## config.mk

```make
export PLATFORM = sky130hd
export DESIGN_NAME = modexp_ctrl_flat
export DESIGN_NICKNAME = d
export VERILOG_FILES = /design/src/rtl/modexp_ctrl_pkg.sv /design/src/rtl/modexp_ctrl_if.sv /design/src/rtl/modexp_ctrl_exp_bit_scanner.sv /design/src/rtl/modexp_ctrl.sv /design/src/flat_wrapper.sv
export SDC_FILE = /design/constraint.sdc
export NUM_CORES = 1
export LEC_CHECK = 0
export BUFFER_PORTS_ARGS = -buffer_cell sky130_fd_sc_hd__buf_2
export CAP_MARGIN = 20
export CELL_PAD_IN_SITES_DETAIL_PLACEMENT = 1
export CELL_PAD_IN_SITES_GLOBAL_PLACEMENT = 2
export CORE_MARGIN = 4
export CORE_UTILIZATION = 30
export DETAILED_ROUTE_END_ITERATION = 16
export GPL_ROUTABILITY_DRIVEN = 0
export GPL_TIMING_DRIVEN = 0
export PLACE_DENSITY_LB_ADDON = 0.1
export SLEW_MARGIN = 20
export SYNTH_ARGS = -nofsm -noshare
export SYNTH_HDL_FRONTEND = slang
export SYNTH_SLANG_ARGS = --single-unit
```

## constraint.sdc

```tcl
create_clock -name clk_in -period 3 [get_ports clk_in]
set_clock_uncertainty 0.05 [all_clocks]
set_input_delay 0.3 -clock clk_in [delete_from_list [all_inputs] [get_ports clk_in]]
set_output_delay 0.3 -clock clk_in [all_outputs]
set_load 0.05 [all_outputs]
```

## src/rtl/modexp_ctrl_pkg.sv

```systemverilog
// keychain_pkg: types and defaults shared by the modular-exponentiation
// sequencer, its exponent scanner and the datapath-unit handshake interface.
package keychain_pkg;

   localparam int unsigned DEF_WIDTH     = 16;  // operand / modulus width
   localparam int unsigned DEF_EXP_WIDTH = 16;  // exponent width

   typedef enum logic [2:0] {
      IDLE,
      SCAN,
      SQ_ISSUE,
      SQ_WAIT,
      MUL_ISSUE,
      MUL_WAIT,
      NEXT,
      DONE
   } modexp_state_t;

endpackage

```

## src/rtl/modexp_ctrl_if.sv

```systemverilog
// modexp_ctrl_if: ready/busy/valid handshake between the exponentiation
// sequencer and the external modular squarer and multiplier.
//   master : sequencer side (drives triggers and operands, takes results)
//   slave  : datapath-unit side
//   sq_*   : squarer trigger, operand, modulus, result, done pulse
//   mul_*  : multiplier trigger, operands a/b, modulus, result, done pulse
interface modexp_ctrl_if
   import keychain_pkg::*;
#(
   parameter int unsigned WIDTH = DEF_WIDTH
);
   logic             sq_ready_out;
   logic [WIDTH-1:0] sq_value_out;
   logic [WIDTH-1:0] sq_modulus_out;
   logic [WIDTH-1:0] sq_result_in;
   logic             sq_valid_in;

   logic             mul_ready_out;
   logic [WIDTH-1:0] mul_a_out;
   logic [WIDTH-1:0] mul_b_out;
   logic [WIDTH-1:0] mul_modulus_out;
   logic [WIDTH-1:0] mul_result_in;
   logic             mul_valid_in;

   modport master (
      output sq_ready_out, sq_value_out, sq_modulus_out,
      input  sq_result_in, sq_valid_in,
      output mul_ready_out, mul_a_out, mul_b_out, mul_modulus_out,
      input  mul_result_in, mul_valid_in
   );

   modport slave (
      input  sq_ready_out, sq_value_out, sq_modulus_out,
      output sq_result_in, sq_valid_in,
      input  mul_ready_out, mul_a_out, mul_b_out, mul_modulus_out,
      output mul_result_in, mul_valid_in
   );
endinterface

```

## src/rtl/modexp_ctrl_exp_bit_scanner.sv

```systemverilog
// exp_bit_scanner: holds the exponent being scanned MSB-first and the count
// of bits not yet consumed.
//   clk, rst_n  : clock, asynchronous active-low reset
//   load        : capture load_value, bits_left = EXP_WIDTH
//   shift       : shift exponent left one bit, bits_left - 1
//   msb         : current top bit of the exponent
//   empty       : no bits left
//   last        : exactly one bit left (next shift empties the scanner)
module exp_bit_scanner
   import keychain_pkg::*;
#(
   parameter int unsigned EXP_WIDTH = DEF_EXP_WIDTH
) (
   input  logic                 clk,
   input  logic                 rst_n,
   input  logic                 load,
   input  logic                 shift,
   input  logic [EXP_WIDTH-1:0] load_value,
   output logic                 msb,
   output logic                 empty,
   output logic                 last
);
   localparam int unsigned CNT_W = $clog2(EXP_WIDTH + 1);

   logic [EXP_WIDTH-1:0] exp_sh;
   logic [CNT_W-1:0]     bits_left;

   always_ff @(posedge clk or negedge rst_n) begin
      if (!rst_n) begin
         exp_sh    <= '0;
         bits_left <= '0;
      end else if (load) begin
         exp_sh    <= load_value;
         bits_left <= CNT_W'(EXP_WIDTH);
      end else if (shift) begin
         exp_sh    <= exp_sh << 1;
         bits_left <= bits_left - CNT_W'(1);
      end
   end

   assign msb   = exp_sh[EXP_WIDTH-1];
   assign empty = (bits_left == '0);
   assign last  = (bits_left == CNT_W'(1));
endmodule

```

## src/rtl/modexp_ctrl.sv

```systemverilog
// modexp_ctrl: computes base^exponent mod modulus by left-to-right
// square-and-multiply, driving an external squarer and multiplier.
//   clk_in, rst_n_in          : clock, asynchronous active-low reset
//   start_in                  : request, sampled only in IDLE
//   base_in/exponent_in/modulus_in : operands captured on accepted start
//   result_out                : result, held until the next completion
//   busy_out                  : job in progress
//   valid_out                 : one-cycle completion pulse
//   error_out                 : modulus was zero (with valid_out)
//   unit                      : squarer / multiplier handshake
module modexp_ctrl
   import keychain_pkg::*;
#(
   parameter int unsigned WIDTH     = DEF_WIDTH,
   parameter int unsigned EXP_WIDTH = DEF_EXP_WIDTH
) (
   input  logic                 clk_in,
   input  logic                 rst_n_in,
   input  logic                 start_in,
   input  logic [WIDTH-1:0]     base_in,
   input  logic [EXP_WIDTH-1:0] exponent_in,
   input  logic [WIDTH-1:0]     modulus_in,
   output logic [WIDTH-1:0]     result_out,
   output logic                 busy_out,
   output logic                 valid_out,
   output logic                 error_out,
   modexp_ctrl_if.master        unit
);
   modexp_state_t    state, next_state;
   logic [WIDTH-1:0] acc, base_q, mod_q;
   logic             err_q;
   logic             scan_load, scan_shift, scan_msb, scan_empty, scan_last;

   exp_bit_scanner #(.EXP_WIDTH(EXP_WIDTH)) u_scanner (
      .clk        (clk_in),
      .rst_n      (rst_n_in),
      .load       (scan_load),
      .shift      (scan_shift),
      .load_value (exponent_in),
      .msb        (scan_msb),
      .empty      (scan_empty),
      .last       (scan_last)
   );

   always_ff @(posedge clk_in or negedge rst_n_in) begin
      if (!rst_n_in) state <= IDLE;
      else           state <= next_state;
   end

   always_comb begin
      next_state = state;
      scan_load  = 1'b0;
      scan_shift = 1'b0;
      case (state)
         IDLE: if (start_in) begin
            scan_load  = 1'b1;
            next_state = (modulus_in == '0) ? DONE : SCAN;
         end
         // Leading zeros are consumed one per cycle without issuing work.
         SCAN: begin
            if (scan_empty)    next_state = DONE;
            else if (scan_msb) next_state = SQ_ISSUE;
            else               scan_shift = 1'b1;
         end
         SQ_ISSUE:  next_state = SQ_WAIT;
         SQ_WAIT:   if (unit.sq_valid_in) next_state = scan_msb ? MUL_ISSUE : NEXT;
         MUL_ISSUE: next_state = MUL_WAIT;
         MUL_WAIT:  if (unit.mul_valid_in) next_state = NEXT;
         // 'last' is checked before the shift lands: the new count is zero.
         NEXT: begin
            scan_shift = 1'b1;
            next_state = scan_last ? DONE : SQ_ISSUE;
         end
         DONE:      next_state = IDLE;
         default:   next_state = IDLE;
      endcase
   end

   always_ff @(posedge clk_in or negedge rst_n_in) begin
      if (!rst_n_in) begin
         acc        <= '0;
         base_q     <= '0;
         mod_q      <= '0;
         err_q      <= 1'b0;
         result_out <= '0;
         busy_out   <= 1'b0;
         valid_out  <= 1'b0;
         error_out  <= 1'b0;
      end else begin
         valid_out <= 1'b0;
         case (state)
            IDLE: if (start_in) begin
               base_q    <= base_in;
               mod_q     <= modulus_in;
               acc       <= WIDTH'(1);
               err_q     <= (modulus_in == '0);
               busy_out  <= 1'b1;
               error_out <= 1'b0;
            end
            SQ_WAIT:  if (unit.sq_valid_in)  acc <= unit.sq_result_in;
            MUL_WAIT: if (unit.mul_valid_in) acc <= unit.mul_result_in;
            // acc starts at 1, which is not reduced when mod == 1.
            DONE: begin
               result_out <= (err_q || mod_q == WIDTH'(1)) ? '0 : acc;
               error_out  <= err_q;
               valid_out  <= 1'b1;
               busy_out   <= 1'b0;
            end
            default: ;
         endcase
      end
   end

   // Operands come straight from registers that only change on a result,
   // so they are stable from trigger until the matching valid.
   assign unit.sq_ready_out    = (state == SQ_ISSUE);
   assign unit.sq_value_out    = acc;
   assign unit.sq_modulus_out  = mod_q;
   assign unit.mul_ready_out   = (state == MUL_ISSUE);
   assign unit.mul_a_out       = acc;
   assign unit.mul_b_out       = base_q;
   assign unit.mul_modulus_out = mod_q;
endmodule

```

## src/flat_wrapper.sv

```systemverilog
// flat-port wrapper written by rule: the top's interface ports become plain ports
module modexp_ctrl_flat import keychain_pkg::*;
#(
   parameter int unsigned WIDTH     = DEF_WIDTH,
   parameter int unsigned EXP_WIDTH = DEF_EXP_WIDTH
)
  (clk_in, rst_n_in, start_in, base_in, exponent_in, modulus_in, result_out, busy_out, valid_out, error_out, unit_sq_ready_out, unit_sq_value_out, unit_sq_modulus_out, unit_sq_result_in, unit_sq_valid_in, unit_mul_ready_out, unit_mul_a_out, unit_mul_b_out, unit_mul_modulus_out, unit_mul_result_in, unit_mul_valid_in);
  modexp_ctrl_if #(.WIDTH(WIDTH)) unit_i ();
  input  logic clk_in;
  input  logic rst_n_in;
  input  logic start_in;
  input  logic [WIDTH-1:0] base_in;
  input  logic [EXP_WIDTH-1:0] exponent_in;
  input  logic [WIDTH-1:0] modulus_in;
  output logic [WIDTH-1:0] result_out;
  output logic busy_out;
  output logic valid_out;
  output logic error_out;
  output wire logic [$bits(unit_i.sq_ready_out)-1:0] unit_sq_ready_out;
  output wire logic [$bits(unit_i.sq_value_out)-1:0] unit_sq_value_out;
  output wire logic [$bits(unit_i.sq_modulus_out)-1:0] unit_sq_modulus_out;
  input wire logic [$bits(unit_i.sq_result_in)-1:0] unit_sq_result_in;
  input wire logic [$bits(unit_i.sq_valid_in)-1:0] unit_sq_valid_in;
  output wire logic [$bits(unit_i.mul_ready_out)-1:0] unit_mul_ready_out;
  output wire logic [$bits(unit_i.mul_a_out)-1:0] unit_mul_a_out;
  output wire logic [$bits(unit_i.mul_b_out)-1:0] unit_mul_b_out;
  output wire logic [$bits(unit_i.mul_modulus_out)-1:0] unit_mul_modulus_out;
  input wire logic [$bits(unit_i.mul_result_in)-1:0] unit_mul_result_in;
  input wire logic [$bits(unit_i.mul_valid_in)-1:0] unit_mul_valid_in;
  assign unit_sq_ready_out = unit_i.sq_ready_out;
  assign unit_sq_value_out = unit_i.sq_value_out;
  assign unit_sq_modulus_out = unit_i.sq_modulus_out;
  assign unit_i.sq_result_in = unit_sq_result_in;
  assign unit_i.sq_valid_in = unit_sq_valid_in;
  assign unit_mul_ready_out = unit_i.mul_ready_out;
  assign unit_mul_a_out = unit_i.mul_a_out;
  assign unit_mul_b_out = unit_i.mul_b_out;
  assign unit_mul_modulus_out = unit_i.mul_modulus_out;
  assign unit_i.mul_result_in = unit_mul_result_in;
  assign unit_i.mul_valid_in = unit_mul_valid_in;
  modexp_ctrl #(.WIDTH(WIDTH), .EXP_WIDTH(EXP_WIDTH)) u_core (.clk_in(clk_in), .rst_n_in(rst_n_in), .start_in(start_in), .base_in(base_in), .exponent_in(exponent_in), .modulus_in(modulus_in), .result_out(result_out), .busy_out(busy_out), .valid_out(valid_out), .error_out(error_out), .unit(unit_i));
endmodule
```

### Yosys cells after proc, flatten, opt, wreduce, memory -nomap -nowiden

Cells that the tools add are included.

* add/sub/neg operators: 1
* $mul: 0
* div/mod/pow operators: 0
* magnitude comparators: 0
* eq/ne operators: 13
* shift operators: 0
* muxes and demuxes: 28
* bitwise gates (word level): 0
* reduce and logical (&&, ||, !) cells: 11

Operator list (number)
* 16-bit 2-to-1 mux: 6
* 16-bit case mux with 3 select lines: 1
* 3-bit case mux with 8 select lines: 1
* 3-bit 2-to-1 mux: 7
* 16-bit by 1-bit equality test with 1-bit output, second input constant: 1
* 16-bit logical NOT: 1
* 3-bit equality test, second input constant: 4
* 5-bit 2-to-1 mux: 2
* 4-bit AND reduction: 2
* 1-bit 2-to-1 mux: 7
* 3-bit by 2-bit equality test with 1-bit output, second input constant: 2
* 2-bit != test, second input constant: 3
* 1-bit case mux with 2 select lines: 3
* 5-bit by 1-bit equality test with 1-bit output, second input constant: 1
* 5-bit logical NOT: 1
* 5-bit by 1-bit subtractor with 5-bit output, second input constant: 1
* 2-bit AND reduction: 2
* 2-bit nonzero test: 2
* 3-bit by 1-bit equality test with 1-bit output, second input constant: 1
* 3-bit logical NOT: 1
* 3-bit by 2-bit != test with 1-bit output, second input constant: 1
* 3-bit nonzero test: 1
* 2-bit 2-to-1 mux: 1
* 1-bit logical OR: 1

* flip-flop bits (word level): 92
* bits in latches: 0
* bits in writable memories: 0
* memory bits (read-only): 0
* input bits: 85
* output and inout port bits: 101
* logic and storage cells: 64
* memories kept: 0

### Depth between registers and ports, before layout

* depth after elaboration: 5
* mapped depth: 8
* gate-level depth less buffers: 6

### Cells and area by module

Synthesis repeated with hierarchy kept, for this count alone.

* cells, all modules: 423
* area, all modules: 4385.5 µm²

Modules (own cells, without submodules)
* modexp_ctrl: instances 1, cells an instance 325, area each 3329.4 µm², sequential area each 1776.7 µm²
* exp_bit_scanner: instances 1, cells an instance 98, area each 1056.0 µm², sequential area each 525.5 µm²

### Worst setup path after synthesis

Ideal clock, no wire load.

* path type: flip-flop to output port
* start point: register u_core.state[1]
* end point: output port unit_sq_ready_out
* data arrival time: 1.710 ns
* data required time: 2.650 ns
* slack: 0.940 ns
* stages on the path, launching flop included: 4
* path buffers: 1
* path through: dfrtp_1 -> buf_2 -> inv_1 -> nor3_1

* cells in the longest elaborated chain, start to end: 1

RTL lines
* from (decl): RTL line modexp_ctrl.sv:29 `modexp_state_t state, next_state;`
* from (signal assigned): RTL line modexp_ctrl.sv:47 `else state <= next_state;`
* 3-bit by 2-bit equality test with 1-bit output: RTL line modexp_ctrl.sv:116 `assign unit.sq_ready_out = (state == SQ_ISSUE);`
* to (decl): RTL line flat_wrapper.sv:19 `output wire logic [$bits(unit_i.sq_ready_out)-1:0] unit_sq_ready_out;`

Every way passes these cells.

### Final worst setup path

* start point: register u_core.state[1]
* end point: register u_core.error_out

* cells in the longest elaborated chain, start to end: 3
* elaborated cells between the ends (all ways): 6
* those cells by class: 2 x eq/ne; 1 x mux; 3 x reduce/logical

RTL lines
* 3-bit equality test / 3-bit logical NOT (equally long branches): RTL line modexp_ctrl.sv:91 `case (state)`
* 2-bit nonzero test (no source line) / 2-bit != test (equally long branches)
* 2-bit AND reduction (no source line)
* to (signal assigned): RTL line modexp_ctrl.sv:105 `error_out <= err_q;`
* to (decl): RTL line modexp_ctrl.sv:26 `output logic error_out,`

Parallel ways exist; a longest one is shown, timed or not.
A chain may end at the register's enable or synchronous reset.

==> flow_results.org <==
** Run status
- Result of the run :: complete, no violations

** Route
- Number of iterations in the first detailed-routing pass :: 4
- In the routed design, unresolved DRC markers number 0.
- After detailed routing, the average wire length per cell comes to 16.71 µm.
- Routed wire length :: 13,650 µm
- Number of violations reported at the end of detailed-routing iteration 0 :: 133
- Detail Route Antenna Nets :: 0
- Across all layers, the routed design uses 3,854 vias.
- Mean number of vias per cell :: 4.717

** Setup path
- Data arrives at the worst endpoint at 2.41 ns.
- Endpoint kind of the worst setup timing path :: flop
- Of all nets on the critical path, the largest fanout is 10.
- Reg-to-reg slack, setup :: 0.74 ns
- At the worst endpoint, the required time is 3.15 ns.
- Startpoint kind of the worst setup timing path :: flop
- The worst setup path is of the reg2reg kind.

** Power
- Of the total power, the clock network draws 0.158.
- Of the total power, the share spent switching nets is 0.5077.
- Power, Total :: 7.945 mW
- Power Internal :: 3.911 mW
- Portion of total power attributed to sequential cells :: 0.275
- In this run the power spent charging and discharging nets is 4.034 mW.
- Part of the power in combinational logic :: 0.567
- Summed over all cells, the static leakage comes to 3.173 nW.
- IR analysis of the VDD net gives a maximum drop of 0.0005094 V.
- In this run the power density over the cells is 1360 nW/µm².

** Floorplanning
- The floorplan step set the die width to 128.0 µm.
- The floorplan step defined a die boundary enclosing 16,390 µm².
- Core region area :: 13,990 µm²
- The die is 128.0 µm tall.
- In this run the count of I/O pins placed on the die edge is 186.
- Row Count :: 43
- Initial core utilization :: 0.3090

** Logic synthesis
- Sequential share of the synthesized area :: 0.5326
- Post-synthesis sequential element count :: 92
- Total number of yosys warnings :: 0
- Number of instances in the synthesized netlist :: 434
- The cell area that synthesis handed to floorplanning was 4323 µm².
- For this run, the leading register cell type out of synthesis is dfrtp_1.
- Number of flops mapped to enable cells by yosys :: 0
- The synthesized design spends more area on one cell type than any other, namely dfrtp_1.
- A synthesized cell averages 9.961 µm².
- Cells taking the most area after synthesis :: dfrtp_1 53%, nand2_1 11%, a22o_1 6.3%
- nand2_1 is the most common cell in the netlist.
- The share of synthesized area in the top cell type comes to 0.5326.
- Of all flip-flops after synthesis, the portion carrying an async set or reset was 1.000.
- Number of nets in the synthesized netlist :: 522
- Top cells by instance count after synthesis :: 131 x nand2_1, 92 x dfrtp_1, 33 x buf_4
- Synthesis instantiated 50 different standard cells from the library.

** Timing
- Subtracting the final worst setup slack from the clock period gives 2.260 ns.
- Slew Limit Headroom :: 0.5562
- For this run, the top clock speed supported by timing is 0.4425 GHz.
- Unrepaired setup endpoints after global routing :: false
- Setup violations remaining at the end of the flow were counted as 0.
- The number of failing hold endpoints at the final stage came to 0.
- For the pin with the worst max-slew slack, the measured transition is 0.6658 ns.
- Final max-slew violation count :: 0
- In the final timing run, aggregate negative setup slack is 0 ns.
- Setup slack after layout :: 0.7402 ns
- Period utilisation layout :: 0.7533
- Across all hold checks on the routed design, the worst slack comes to 0.09407 ns.

** Layout
- Layout net count :: 720
- Final cell utilization of the core :: 0.4178
- Fill cell count :: 1,663
- In the final layout, the share of cells above drive strength 1 is 0.4129.
- Antenna cells :: 0
- Once layout is complete, the cells apart from fillers number 817.
- Area growth syn-to-layout :: 35.20%
- Final instance area :: 5844 µm²

** CTS
- Register clock-pin slew on the reported worst setup and hold paths :: 0.07 ns
- Count of hold-fix buffers inserted at cts :: 1
- Clock tree root buffer cell :: clkbuf_16
- Insertion delay to the later sink of the worst-skew pair :: 0.34 ns
- Number of sinks driven by the clock tree :: 92
- Buffer levels on the longest clock path :: 2
- Post_cts resized :: 0
- Clock tree from TritonCTS :: yes
- H-tree level count :: 3
- CTS buffer count :: 9
- The number of setup buffers added after CTS is 0.

** Global routing
- Initial antenna violation count :: 0
- Largest net degree at the start of global routing :: 55
- Vias in the first global route :: 4,135
- GRT Resource Usage Total :: 0.1670
- The first global-routing pass estimated 21,580 µm of wire.
- Overflow after GRT :: 0

** Job
- Max-capacitance violation count :: 0

** Placement
- Buffers placed on the I/O ports in this run total 185.
- Timing analysis after detailed placement gives a worst setup slack of 0.6956 ns.
- HPWL after detailed placement :: 10,350 µm
- Once placement completed, the tool counted placed cells totaling 800.
- After detailed placement, the total cell area comes to 5508 µm².

** Worst hold path
- The min-delay analysis places its worst path in the category in2reg.
## routing by layer
metal,global-route usage,vias to the layer above,part of all wire
met2,0.2717,133,0.45
met3,0.04750,11,0.079
met4,0.05431,0,0.014
met5,0,-,0
met1,0.2147,1865,0.45
li1,-,1845,-
## cells by family (layout without fill, tap and decap cells)
| logic type | Yosys count | in the layout | share of synthesized area |
|---|---|---|---|
| compound gates | 70 | 70 | 0.1247 |
| buf+inv | 63 | 266 | 0.09522 |
| simple gates | 186 | 186 | 0.1881 |
| flops | 92 | 92 | 0.5326 |
| xor+xnor | 2 | 2 | 0.004053 |
| mux | 18 | 18 | 0.04660 |
| fa+ha+maj | 3 | 3 | 0.008684 |
## placed cells by master, fill, tap and decap left out, types with 4 or more instances in the layout
| cell | Yosys | routed |
|---|---|---|
| a21oi_1 | 4 | 4 |
| a22o_1 | 31 | 31 |
| a31oi_1 | 16 | 16 |
| buf_2 | 5 | 189 |
| buf_4 | 33 | 33 |
| buf_6 | 3 | 4 |
| clkbuf_1 | 13 | 13 |
| clkbuf_16 | 0 | 9 |
| dfrtp_1 | 92 | 92 |
| inv_1 | 6 | 6 |
| mux2_1 | 6 | 6 |
| mux2_2 | 11 | 11 |
| nand2_1 | 131 | 131 |
| nor2_1 | 23 | 23 |
| nor4_1 | 7 | 7 |
| o21ai_0 | 5 | 5 |
## area by class of cell
| class | instances | area, µm² | area share |
|---|---|---|---|
| well taps | 180 | 225.2 | 0.03854 |
| multi-input cells | 279 | 1609 | 0.2753 |
| repair buffers | 187 | 969.7 | 0.1659 |
| flip-flops and latches | 92 | 2302 | 0.3939 |
| clock inverters | 6 | 87.58 | 0.01499 |
| inverters | 6 | 22.52 | 0.003854 |
| plain buffers | 57 | 389.1 | 0.06658 |
| clock buffers | 10 | 239.0 | 0.04089 |
## worst paths after layout
check                                    startpoint                               to  depth (start not counted)
setup reg to reg                    u_core.state[1]                 u_core.error_out                          4
min in group asynchronous                  rst_n_in            u_core.result_out[10]                          2
hold reg to reg            u_core.unit.mul_b_out[7]         u_core.unit.mul_b_out[7]                          2
max in group asynchronous                  rst_n_in  u_core.unit.mul_modulus_out[10]                          3
hold / removal                           base_in[8]         u_core.unit.mul_b_out[8]                          3
setup / recovery                    u_core.state[1]                 u_core.error_out                          4
## worst max-delay path, stage by stage (launching register included)
cell and delay [ns]:
dfrtp_1 0.42, or3_1 0.47, nor2_1 0.46, clkbuf_1 0.58, o2bb2ai_1 0.14
## flip-flops by register name (all words and copies together), names as in the netlist
signal,flops
u_core.busy_out,1
u_core.valid_out,1
u_core.u_scanner.exp_sh,16
u_core.unit.mul_a_out,16
u_core.err_q,1
u_core.u_scanner.bits_left,5
u_core.unit.mul_b_out,16
u_core.unit.mul_modulus_out,16
u_core.state,3
u_core.result_out,16
u_core.error_out,1
## power by group through the flow
| stage | Combinational, mW | Clock [mW] | Sequential [mW] |
|---|---|---|---|
| after floorplan | 2.26 | 0 | 3.36 |
| after global placement | 4.50 | 0 | 2.18 |
| after detailed placement | 4.56 | 0 | 2.21 |
| after CTS | 4.57 | 1.29 | 2.19 |
| after global routing | 4.84 | 1.34 | 2.27 |
| final | 4.51 | 1.25 | 2.19 |
Power figures use the tool's default switching activity.
